### src/rtl/fetch_ctrl_if.sv
// Fetch-side bus: instruction-memory request/ack, decode valid/ready, and
// the execute-side controls (halt, redirect) that steer the fetch sequencer.
interface fetch_ctrl_if #(
    parameter int ADDR_W = 16,
    parameter int DATA_W = 32
);
    logic              halt_i;
    logic              redirect_i;
    logic [ADDR_W-1:0] redirect_pc_i;
    logic              imem_req_o;
    logic [ADDR_W-1:0] imem_addr_o;
    logic              imem_ack_i;
    logic [DATA_W-1:0] imem_rdata_i;
    logic              inst_valid_o;
    logic [DATA_W-1:0] inst_o;
    logic [ADDR_W-1:0] inst_pc_o;
    logic [ADDR_W-1:0] inst_pc4_o;
    logic              inst_ready_i;
    logic              busy_o;
    logic [1:0]        fetch_state;

    modport master (
        input  halt_i, redirect_i, redirect_pc_i, imem_ack_i, imem_rdata_i, inst_ready_i,
        output imem_req_o, imem_addr_o, inst_valid_o, inst_o, inst_pc_o, inst_pc4_o,
               busy_o, fetch_state
    );

    modport slave (
        output halt_i, redirect_i, redirect_pc_i, imem_ack_i, imem_rdata_i, inst_ready_i,
        input  imem_req_o, imem_addr_o, inst_valid_o, inst_o, inst_pc_o, inst_pc4_o,
               busy_o, fetch_state
    );
endinterface

### src/rtl/fetch_ctrl.sv
// Fetch sequencer: owns the PC, fetches from instruction memory and hands
// instructions to decode, honouring branch redirects even mid-fetch.
module fetch_ctrl #(
    parameter int                ADDR_W   = 16,
    parameter int                DATA_W   = 32,
    parameter logic [ADDR_W-1:0] RESET_PC = 16'h0000,
    parameter int                PC_STEP  = 4
) (
    input  logic        clk_i,
    input  logic        rst_n_i,
    fetch_ctrl_if.master bus
);
    // Handshakes: a memory transfer completes on a rising edge where
    // imem_req_o=1 and imem_ack_i=1; a decode transfer completes on an edge
    // where inst_valid_o=1 and inst_ready_i=1. Neither side withdraws early.
    typedef enum logic [1:0] {
        IDLE = 2'd0,
        REQ  = 2'd1,
        OUT  = 2'd2
    } state_t;

    localparam logic [ADDR_W-1:0] STEP = ADDR_W'(PC_STEP);

    state_t            state;
    logic [ADDR_W-1:0] pc;
    logic [ADDR_W-1:0] pend_pc;
    logic              kill;
    logic [DATA_W-1:0] inst;
    logic [ADDR_W-1:0] inst_pc;

    always_ff @(posedge clk_i or negedge rst_n_i) begin
        if (!rst_n_i) begin
            state   <= IDLE;
            pc      <= RESET_PC;
            pend_pc <= RESET_PC;
            kill    <= 1'b0;
            inst    <= '0;
            inst_pc <= '0;
        end else begin
            case (state)
                IDLE: begin
                    if (bus.redirect_i) pc <= bus.redirect_pc_i;
                    if (!bus.halt_i) state <= REQ;
                end
                REQ: begin
                    if (bus.imem_ack_i) begin
                        // A redirect in the ack cycle supersedes any parked target.
                        if (bus.redirect_i) begin
                            pc   <= bus.redirect_pc_i;
                            kill <= 1'b0;
                        end else if (kill) begin
                            pc   <= pend_pc;
                            kill <= 1'b0;
                        end else begin
                            inst    <= bus.imem_rdata_i;
                            inst_pc <= pc;
                            pc      <= pc + STEP;
                            state   <= OUT;
                        end
                    end else if (bus.redirect_i) begin
                        // Address must stay stable, so park the target until the ack.
                        pend_pc <= bus.redirect_pc_i;
                        kill    <= 1'b1;
                    end
                end
                OUT: begin
                    if (bus.redirect_i) begin
                        pc    <= bus.redirect_pc_i;
                        state <= bus.halt_i ? IDLE : REQ;
                    end else if (bus.inst_ready_i) begin
                        state <= bus.halt_i ? IDLE : REQ;
                    end
                end
                default: state <= IDLE;
            endcase
        end
    end

    assign bus.imem_req_o   = (state == REQ);
    assign bus.imem_addr_o  = pc;
    assign bus.inst_valid_o = (state == OUT);
    assign bus.inst_o       = inst;
    assign bus.inst_pc_o    = inst_pc;
    assign bus.inst_pc4_o   = inst_pc + STEP;
    assign bus.busy_o       = (state != IDLE);
    assign bus.fetch_state  = state;

endmodule

### src/flat_wrapper.sv
// flat-port wrapper written by rule: the top's interface ports become plain ports
module fetch_ctrl_flat 
#(
    parameter int                ADDR_W   = 16,
    parameter int                DATA_W   = 32,
    parameter logic [ADDR_W-1:0] RESET_PC = 16'h0000,
    parameter int                PC_STEP  = 4
)
  (clk_i, rst_n_i, bus_halt_i, bus_redirect_i, bus_redirect_pc_i, bus_imem_ack_i, bus_imem_rdata_i, bus_inst_ready_i, bus_imem_req_o, bus_imem_addr_o, bus_inst_valid_o, bus_inst_o, bus_inst_pc_o, bus_inst_pc4_o, bus_busy_o, bus_fetch_state);
  fetch_ctrl_if #(.ADDR_W(ADDR_W), .DATA_W(DATA_W)) bus_i ();
  input  logic clk_i;
  input  logic rst_n_i;
  input wire logic [$bits(bus_i.halt_i)-1:0] bus_halt_i;
  input wire logic [$bits(bus_i.redirect_i)-1:0] bus_redirect_i;
  input wire logic [$bits(bus_i.redirect_pc_i)-1:0] bus_redirect_pc_i;
  input wire logic [$bits(bus_i.imem_ack_i)-1:0] bus_imem_ack_i;
  input wire logic [$bits(bus_i.imem_rdata_i)-1:0] bus_imem_rdata_i;
  input wire logic [$bits(bus_i.inst_ready_i)-1:0] bus_inst_ready_i;
  output wire logic [$bits(bus_i.imem_req_o)-1:0] bus_imem_req_o;
  output wire logic [$bits(bus_i.imem_addr_o)-1:0] bus_imem_addr_o;
  output wire logic [$bits(bus_i.inst_valid_o)-1:0] bus_inst_valid_o;
  output wire logic [$bits(bus_i.inst_o)-1:0] bus_inst_o;
  output wire logic [$bits(bus_i.inst_pc_o)-1:0] bus_inst_pc_o;
  output wire logic [$bits(bus_i.inst_pc4_o)-1:0] bus_inst_pc4_o;
  output wire logic [$bits(bus_i.busy_o)-1:0] bus_busy_o;
  output wire logic [$bits(bus_i.fetch_state)-1:0] bus_fetch_state;
  assign bus_i.halt_i = bus_halt_i;
  assign bus_i.redirect_i = bus_redirect_i;
  assign bus_i.redirect_pc_i = bus_redirect_pc_i;
  assign bus_i.imem_ack_i = bus_imem_ack_i;
  assign bus_i.imem_rdata_i = bus_imem_rdata_i;
  assign bus_i.inst_ready_i = bus_inst_ready_i;
  assign bus_imem_req_o = bus_i.imem_req_o;
  assign bus_imem_addr_o = bus_i.imem_addr_o;
  assign bus_inst_valid_o = bus_i.inst_valid_o;
  assign bus_inst_o = bus_i.inst_o;
  assign bus_inst_pc_o = bus_i.inst_pc_o;
  assign bus_inst_pc4_o = bus_i.inst_pc4_o;
  assign bus_busy_o = bus_i.busy_o;
  assign bus_fetch_state = bus_i.fetch_state;
  fetch_ctrl #(.ADDR_W(ADDR_W), .DATA_W(DATA_W), .RESET_PC(RESET_PC), .PC_STEP(PC_STEP)) u_core (.clk_i(clk_i), .rst_n_i(rst_n_i), .bus(bus_i));
endmodule
### config.mk
export PLATFORM = sky130hd
export DESIGN_NAME = fetch_ctrl_flat
export DESIGN_NICKNAME = d
export VERILOG_FILES = /design/src/rtl/fetch_ctrl_if.sv /design/src/rtl/fetch_ctrl.sv /design/src/flat_wrapper.sv
export SDC_FILE = /design/constraint.sdc
export NUM_CORES = 1
export LEC_CHECK = 0
export BUFFER_PORTS_ARGS = -buffer_cell sky130_fd_sc_hd__buf_4
export CAP_MARGIN = 10
export CORE_MARGIN = 10
export CORE_UTILIZATION = 40
export CTS_CLUSTER_SIZE = 8
export DETAILED_ROUTE_END_ITERATION = 6
export HOLD_SLACK_MARGIN = 0.15
export PLACE_DENSITY = 0.66
export SYNTH_ARGS = -nofsm -noshare
export SYNTH_HDL_FRONTEND = slang
export SYNTH_SLANG_ARGS = --single-unit
export TNS_END_PERCENT = 10
### constraint.sdc
create_clock -name clk_i -period 3.28 [get_ports clk_i]
set_input_delay 0.328 -clock clk_i [delete_from_list [all_inputs] [get_ports clk_i]]
set_output_delay 0.328 -clock clk_i [all_outputs]
set_load 0.05 [all_outputs]
==> flow_summary.ini <==
[outcome]
run_status = completed

[sta]
maxClockFrequency_mhz = 453
timing.max_slew.rel_slack_pct = 30.0
setup_tns_ps = 0
rsz_0062_raised_after_global_routing = false
finClkSkew_ps = 15.2
number_of_endpoints_failing_setup_at_the_final_stage = 0
timing.final.crit_share_pct = 67.3
finalWorstPathRequiredPeriod_ps = 2210
max_slew.worst_pin.slew_ps = 1050
final_hold_viol_count = 0
drv_slew = 0

[clock_network]
cts_setup_buffers = 0
cts_buffers = 9
clkSinkCount = 83
clk_transition_reported_paths_ps = 100
h_tree_level_count = 3
ctsRootBufferMaster = sky130_fd_sc_hd__clkbuf_8
clk_latency_ps = 350
post_cts_hold_buffer_count = 0
cts_tree = built
clock_path_buffers = 2
cts_resized = 0

[synth]
synth_ff_type = sky130_fd_sc_hd__dfrtp_1
yosysSeqAreaShare_pct = 51.5
synth_cells = 334
synth_edf_count = 0
syn_nets = 390
ys_async_sr_fraction_pct = 100
synth.lib_cells_used.distinct = 55
post_synthesis_area_per_instance_um2 = 12.1
ys_seq_elements = 83
number_of_warnings_reported_in_the_yosys_synthesis_log = 0
synth.cell_area_um2 = 4040

[floorplanning]
ioPinCount = 139
coreArea_um2 = 9820
dieArea_um2 = 14500
fp-row-count = 36
horizontal_die_dimension_um = 120
die_y_um = 120
starting_density_pct = 41.1

[critical_path]
timing.critical_path.cells = and4_1 -> and3_1 -> nand4_1 -> xnor2_1 -> buf_4
path_buf_inv = 1
setup.worst_path.class = flop to primary output
critical_path_arrival_ps = 1880
crit_slowest_cell = sky130_fd_sc_hd__dfrtp_1
path_delay_family = simple AND/OR/NAND/NOR gates
cp_data_required_time_ps = 2950
setup.worst_path.end_class = primary output
worst_setup_path_start_kind = flop
cp_slowest_stage_delay_ps = 470
critPathMaxFanout = 7

[cells_and_area]
synthToLayoutAreaGrowth_pct = 32.3
finish.net_count = 521
finalCoreUtilization_pct = 54.4
drive_gt1_share_pct = 49.1
insertedDiodeCount = 0
layout.filler_cells = 893

[min_path]
worst_hold_path_type = input pin to asynchronous set/reset pin

[detailed_routing]
firstDrtPassIters = 4
vias_per_cell = 5.07
drc = 0
vias = 3060
antenna_left = 0
finalWirelength_um = 10500
number_of_design_rule_violations_left_by_the_first_detailed_router_iteration = 217
wire_per_inst_um = 17.4

[global_routing]
grt_start_max_net_pins = 84
global_route_wire_length_before_repair_um = 17000
first_global_vias = 3193
number_of_antenna_violations_at_the_first_check_in_global_routing = 0
total_track_usage_pct = 14.3
gr-total-overflow = 0

[run]
max_cap_violations = 0

[placed_design]
detailed_place_hpwl_um = 7740
portBuffers = 138
routabilityCongestion = 0.819
[through the flow]
stage / cells / hold slack [ps] / area, um^2 / setup WS, ps
finish: 603 / 150 / 5340 / 1070
global route: 603 / 183 / 5340 / 938
CTS: 603 / 183 / 5340 / 1040
detailed placement: 587 / 486 / 5130 / 1070
global placement: 587 / 481 / 5130 / 1210
floorplan: 334 / 32.4 / 4040 / 752
[final timing paths]
check | depth (start not counted) | start | to | slack, ps
worst max-delay path | 5 | u_core.bus.inst_pc_o[4] | bus_inst_pc4_o[11] | 1070
worst min-delay path | 1 | rst_n_i | u_core.bus.inst_o[24] | 150
worst max register to register | 3 | u_core.bus.fetch_state[0] | u_core.bus.inst_o[30] | 1110
worst min register to register | 1 | u_core.pend_pc[5] | u_core.pend_pc[5] | 500
max in group asynchronous | 1 | rst_n_i | u_core.bus.inst_pc_o[10] | 2430
min in group clk_i | 2 | bus_halt_i | u_core.bus.fetch_state[0] | 200
[Yosys cell counts (2+ instances only)]
cell	number	area [um^2]
sky130_fd_sc_hd__nor2b_1	3	18.8
sky130_fd_sc_hd__o21a_1	2	15.0
sky130_fd_sc_hd__nand2b_1	5	31.3
sky130_fd_sc_hd__inv_1	7	26.3
sky130_fd_sc_hd__o22a_1	2	17.5
sky130_fd_sc_hd__xnor2_1	14	123
sky130_fd_sc_hd__and4_1	2	17.5
sky130_fd_sc_hd__nor3_1	5	25.0
sky130_fd_sc_hd__o31ai_1	2	15.0
sky130_fd_sc_hd__and3_1	5	31.3
sky130_fd_sc_hd__a31oi_1	3	18.8
sky130_fd_sc_hd__o211ai_1	7	52.6
sky130_fd_sc_hd__nand2_1	20	75.1
sky130_fd_sc_hd__buf_4	4	30.0
sky130_fd_sc_hd__a21oi_1	13	65.1
sky130_fd_sc_hd__clkbuf_1	4	15.0
sky130_fd_sc_hd__mux2_4	9	135
sky130_fd_sc_hd__dfrtp_1	83	2080
sky130_fd_sc_hd__nand4_1	5	31.3
sky130_fd_sc_hd__ha_1	2	25.0
sky130_fd_sc_hd__buf_1	2	7.51
sky130_fd_sc_hd__o21ai_0	9	45.0
sky130_fd_sc_hd__xor2_1	2	17.5
sky130_fd_sc_hd__buf_2	7	35.0
sky130_fd_sc_hd__or3_1	2	12.5
sky130_fd_sc_hd__nor2_1	12	45.0
sky130_fd_sc_hd__mux2_2	57	642
sky130_fd_sc_hd__buf_6	3	33.8
sky130_fd_sc_hd__mux2i_1	2	20.0
sky130_fd_sc_hd__nand3_1	16	80.1
[sequential cells by signal, summed over array words and instances (netlist names)]
register / cells
u_core.bus.fetch_state: 2
u_core.bus.imem_addr_o: 16
u_core.bus.inst_o: 32
u_core.bus.inst_pc_o: 16
u_core.kill: 1
u_core.pend_pc: 16
[cell families (layout without fill, tap and decap cells)]
logic type / Yosys count / count (layout) / share of synthesized area (%)
DFF: 83 / 83 / 51.5
AOI/OAI and AO/OA: 51 / 51 / 8.78
buffers and inverters: 27 / 163 / 3.66
xor gates and xnor gates: 16 / 16 / 3.47
adders and majority gates: 2 / 2 / 0.620
muxes: 68 / 68 / 19.8
and+or+nand+nor: 87 / 87 / 12.2
[cell usage in the layout (no fill, tap or decap), types with 7 or more instances in the layout]
cell type	count
sky130_fd_sc_hd__a21oi_1	13
sky130_fd_sc_hd__buf_4	140
sky130_fd_sc_hd__clkbuf_8	10
sky130_fd_sc_hd__dfrtp_1	83
sky130_fd_sc_hd__inv_1	7
sky130_fd_sc_hd__mux2_2	57
sky130_fd_sc_hd__mux2_4	9
sky130_fd_sc_hd__nand2_1	20
sky130_fd_sc_hd__nand3_1	16
sky130_fd_sc_hd__nor2_1	12
sky130_fd_sc_hd__o211ai_1	7
sky130_fd_sc_hd__o21ai_0	9
sky130_fd_sc_hd__xnor2_1	14
[area by class of cell]
cell class,count,area (um^2),area share [%]
flip-flops and latches,83,2080,38.9
well taps,133,166,3.12
repair buffers,140,1050,19.7
clock inverters,6,70.1,1.31
inverters,7,26.3,0.492
multi-input cells,224,1810,33.9
clock buffers,10,138,2.58
[metal layers]
layer  GRT usage, %  up-vias  share of wire [%]
met5              0        -                  0
met4           4.83        0               0.65
met3           3.63        4                6.9
met2           23.0       93                 49
met1           18.2     1493                 44
li1               -     1470                  -
[worst register-to-register path, delay by kind of cell, from the launching register on]
| family | cells | cell delay [ps] |
|---|---|---|
| simple gates | 2 | 990 |
| flops | 1 | 510 |
| mux | 1 | 560 |
Power is not shown: default switching activity piles up to over one toggle a cycle in this logic, so the estimate is an artifact.
